## src/rtl/count_sequencer.sv

```systemverilog
// Start/stop/done sequencer around a WIDTH-bit up/down event counter.
// A run loads a start value, counts rising edges of event_in, and ends when the count reaches the terminal value.
module count_sequencer #(
  parameter int WIDTH = 4
) (
  input  logic             clock,
  input  logic             reset,
  input  logic             start,
  input  logic             stop,
  input  logic             mode_up,
  input  logic [WIDTH-1:0] load_val,
  input  logic [WIDTH-1:0] term_val,
  input  logic             event_in,
  output logic [WIDTH-1:0] q,
  output logic             busy,
  output logic             done,
  output logic             wrap,
  output logic [1:0]       state
);

  typedef enum logic [1:0] {
    IDLE = 2'd0,
    LOAD = 2'd1,
    RUN  = 2'd2,
    DONE = 2'd3
  } state_t;

  state_t           cur;
  logic             ev_d;
  logic             step;
  logic             mode_reg;
  logic             wrap_next;
  logic [WIDTH-1:0] load_reg;
  logic [WIDTH-1:0] term_reg;
  logic [WIDTH-1:0] q_step;

  always_comb begin
    step      = event_in & ~ev_d;
    q_step    = mode_reg ? (q + WIDTH'(1)) : (q - WIDTH'(1));
    wrap_next = mode_reg ? (&q) : (q == '0);
  end

  // The terminal compare uses the stepped value only, so a run whose start equals its terminal needs a full lap.
  always_ff @(posedge clock) begin
    if (reset) begin
      cur      <= IDLE;
      q        <= '0;
      wrap     <= 1'b0;
      mode_reg <= 1'b0;
      load_reg <= '0;
      term_reg <= '0;
      ev_d     <= 1'b0;
    end else begin
      ev_d <= event_in;
      wrap <= 1'b0;
      case (cur)
        IDLE: begin
          if (start) begin
            mode_reg <= mode_up;
            load_reg <= load_val;
            term_reg <= term_val;
            cur      <= LOAD;
          end
        end
        LOAD: begin
          q   <= load_reg;
          cur <= stop ? IDLE : RUN;
        end
        RUN: begin
          if (stop) begin
            cur <= IDLE;
          end else if (step) begin
            q    <= q_step;
            wrap <= wrap_next;
            if (q_step == term_reg) cur <= DONE;
          end
        end
        DONE:    cur <= IDLE;
        default: cur <= IDLE;
      endcase
    end
  end

  assign state = cur;
  assign busy  = (cur == LOAD) || (cur == RUN);
  assign done  = (cur == DONE);

endmodule

```

## config.mk

```make
export PLATFORM = sky130hd
export DESIGN_NAME = count_sequencer
export DESIGN_NICKNAME = d
export VERILOG_FILES = /design/src/rtl/count_sequencer.sv
export SDC_FILE = /design/constraint.sdc
export NUM_CORES = 1
export LEC_CHECK = 0
export CORE_MARGIN = 3
export CORE_UTILIZATION = 48
export CTS_BUF_LIST = sky130_fd_sc_hd__clkbuf_8 sky130_fd_sc_hd__clkbuf_16
export CTS_CLUSTER_DIAMETER = 60
export DETAILED_ROUTE_END_ITERATION = 16
export GPL_TIMING_DRIVEN = 0
export PLACE_DENSITY = 0.81
export SLEW_MARGIN = 25
export SYNTH_ARGS = -nofsm -noshare
export SYNTH_HDL_FRONTEND = slang
export SYNTH_SLANG_ARGS = --single-unit
```

## constraint.sdc

```tcl
create_clock -name clock -period 3 [get_ports clock]
set_clock_uncertainty 0.2 [all_clocks]
set_input_delay 0.3 -clock clock [delete_from_list [all_inputs] [get_ports clock]]
set_output_delay 0.3 -clock clock [all_outputs]
set_load 0.02 [all_outputs]
```

==> results.json <==
{
  "clock-sinks": 17,
  "num_rows": 15,
  "yosysSeqAreaShare_pct": 35.7,
  "path_common_cell": "o41ai_1",
  "initial_core_util_pct": 52.8,
  "rrSetupSlack_ns": 0.41,
  "cts_tree": "done",
  "synth.avg_cell_area_um2": 8.43,
  "setup_viol": 0,
  "clock_path_buffers": 2,
  "ctsHoldBuffers": 0,
  "status": "completed",
  "clk_pin_slew_ns": 0.07,
  "power.leakage_nw": 0.471,
  "utilization_pct": 69.0,
  "crit_required_ns": 2.93,
  "dp_hpwl_um": 1710,
  "die_area_um2": 2550,
  "via_count": 894,
  "pre_cts_ws_ns": 0.476,
  "final_cell_mix": "clkdlybuf4s50_1 (21), dfxtp_1 (17), a21oi_1 (16)",
  "grt_pass1_vias": 844,
  "path_buf_inv": 1,
  "grt_max_degree": 12,
  "crit_chain": "inv_1 -> fa_1 -> xnor3_1 -> o41ai_2 -> o41ai_1 -> o311ai_1 -> o41ai_1",
  "crit_path_end_kind": "flip-flop",
  "io_buffers": 21,
  "syn2layout_area_growth_pct": 30.5,
  "hold_path_class": "in -> reg",
  "die_h_um": 50.5,
  "gp_congestion": 0.836,
  "cp_slowest_cell": "dfxtp_1",
  "fin_crit_ns": 2.59,
  "hold_ws_ns": 0.223,
  "synth_warnings": 0,
  "cts_inserted_buffers": 3,
  "post-route-worst-setup-slack_ns": 0.414,
  "die_w_um": 50.5,
  "ys_ff_latch": 17,
  "finalHoldViolCount": 0,
  "ctsResizeCount": 0,
  "crit_path_max_incr_delay_ns": 0.49,
  "grt_pass1_wl_um": 3730,
  "wire_per_inst_um": 13.9,
  "final_nets": 161,
  "drt_iter0_drc": 15,
  "fmax_mhz": 387,
  "h-tree-depth": 1,
  "finalWirelength_um": 2270,
  "drv_cap": 0,
  "final_common_cell": "clkdlybuf4s50_1",
  "min_from": "reset",
  "grt_usage_pct": 19.7,
  "finalCritPeriodShare_pct": 86.2,
  "synth_cells": 113,
  "worstRegToRegCells": 7,
  "slew_viol_final": 0,
  "fillCellCount": 157,
  "syn_nets": 135,
  "ioPinCount": 23,
  "drive_gt1_share_pct": 4.35,
  "cp_top_family": "compound AO/OA/AOI/OAI gates",
  "p_per_area_nw_per_um2": 456,
  "drc": 0,
  "r2r-end": "state[1]",
  "antenna_found_initial": 0,
  "max-vdd-ir-drop_uv": 335,
  "finalSetupTns_ns": 0,
  "routed_via_density": 5.48,
  "crit_type": "reg -> reg",
  "tightest_slew_ns": 0.600,
  "rsz0062_at_grt": "false",
  "maxSlewHeadroom_pct": 59.5,
  "startpoint_type": "flip-flop",
  "r2r-start": "q[0]",
  "grt-ovfl-total": 0,
  "p_total_w": 0.000567,
  "root_buffer": "clkbuf_8",
  "antennaDiodeCount": 0,
  "hold_path_end": "load_reg[0]",
  "clkLatencyLatePin_ns": 0.26,
  "core_um2": 1800,
  "cts_setup_buffers": 0,
  "cp_max_fo": 8,
  "synth_area_um2": 952,
  "ant_nets": 0,
  "ys_types": 31,
  "dr.pass1.iters": 4,
  "whs_path_depth": 2,
  "cp.arrival_ns": 2.51
}
-- cell type report --
type | instances | area [um2] | area share, %
Clock inverter | 1 | 7.51 | 0.604
Clock buffer | 3 | 41.3 | 3.32
Multi-Input combinational cell | 84 | 567 | 45.6
Inverter | 8 | 30.0 | 2.42
Tap cell | 25 | 31.3 | 2.52
Buffer | 4 | 15.0 | 1.21
Timing Repair Buffer | 21 | 210 | 16.9
Sequential cell | 17 | 340 | 27.4
-- how the worst max path moves through the flow --
stage / from / to / slack (ns) / cells past startpoint
floorplan: q[0] / state[1] / 0.52 / 7
global placement: q[0] / state[1] / 0.51 / 7
detailed placement: q[0] / state[1] / 0.48 / 7
CTS: q[0] / state[1] / 0.44 / 7
global route: q[0] / state[1] / 0.33 / 7
finish: q[0] / state[1] / 0.41 / 7
-- stage by stage --
stage	instances	instance area [um2]
after floorplan	113	952
after global placement	159	1190
after detailed placement	159	1190
after CTS	163	1240
after global routing	163	1240
final	163	1240
-- logic make-up after synthesis --
logic type | count (synthesis) | synth area share (%)
DFF | 17 | 35.7
AOI/OAI and AO/OA | 29 | 19.8
and+or+nand+nor | 41 | 21.3
adders and majority gates | 8 | 11.3
xor gates and xnor gates | 5 | 6.04
buffers and inverters | 12 | 4.73
muxes | 1 | 1.05
-- per-layer routing --
layer	vias up	wire length, um	global-route usage (%)
li1	446	-	-
met5	-	0	0
met1	409	951	21.2
met4	0	51	12.1
met2	32	1120	32.4
met3	7	150	7.72
-- Yosys cell counts --
library cell / instances / area [um2]
ha_1: 7 / 87.6
nor3_1: 2 / 10.0
mux2i_1: 1 / 10.0
o31ai_1: 1 / 7.51
nand2b_1: 1 / 6.26
o311a_1: 1 / 10.0
dfxtp_1: 17 / 340
or4_1: 2 / 15.0
nor2b_1: 2 / 12.5
nand4bb_1: 1 / 11.3
a211oi_1: 1 / 7.51
o311ai_1: 1 / 8.76
nand2_1: 11 / 41.3
and3_2: 1 / 7.51
o41ai_2: 1 / 16.3
a21boi_1: 1 / 7.51
a21o_1: 1 / 7.51
inv_1: 8 / 30.0
xnor2_1: 4 / 35.0
and2b_1: 1 / 7.51
nor2_1: 8 / 30.0
clkbuf_1: 4 / 15.0
o211a_1: 1 / 10.0
xnor3_1: 1 / 22.5
a21oi_1: 16 / 80.1
and3_1: 1 / 6.26
a31oi_1: 1 / 6.26
fa_1: 1 / 20.0
o21ai_0: 2 / 10.0
o41ai_1: 2 / 17.5
nand3_1: 11 / 55.1
-- power by group --
| part | internal, W | switching [W] | total [W] | leakage [nW] |
|---|---|---|---|---|
| combinational | 0.0000634 | 0.0000699 | 0.000133 | 0.311 |
| sequential | 0.000240 | 0.0000138 | 0.000254 | 0.139 |
| clock | 0.0000937 | 0.0000859 | 0.000180 | 0.0217 |
No activity file was read; power rests on OpenSTA's default activity.
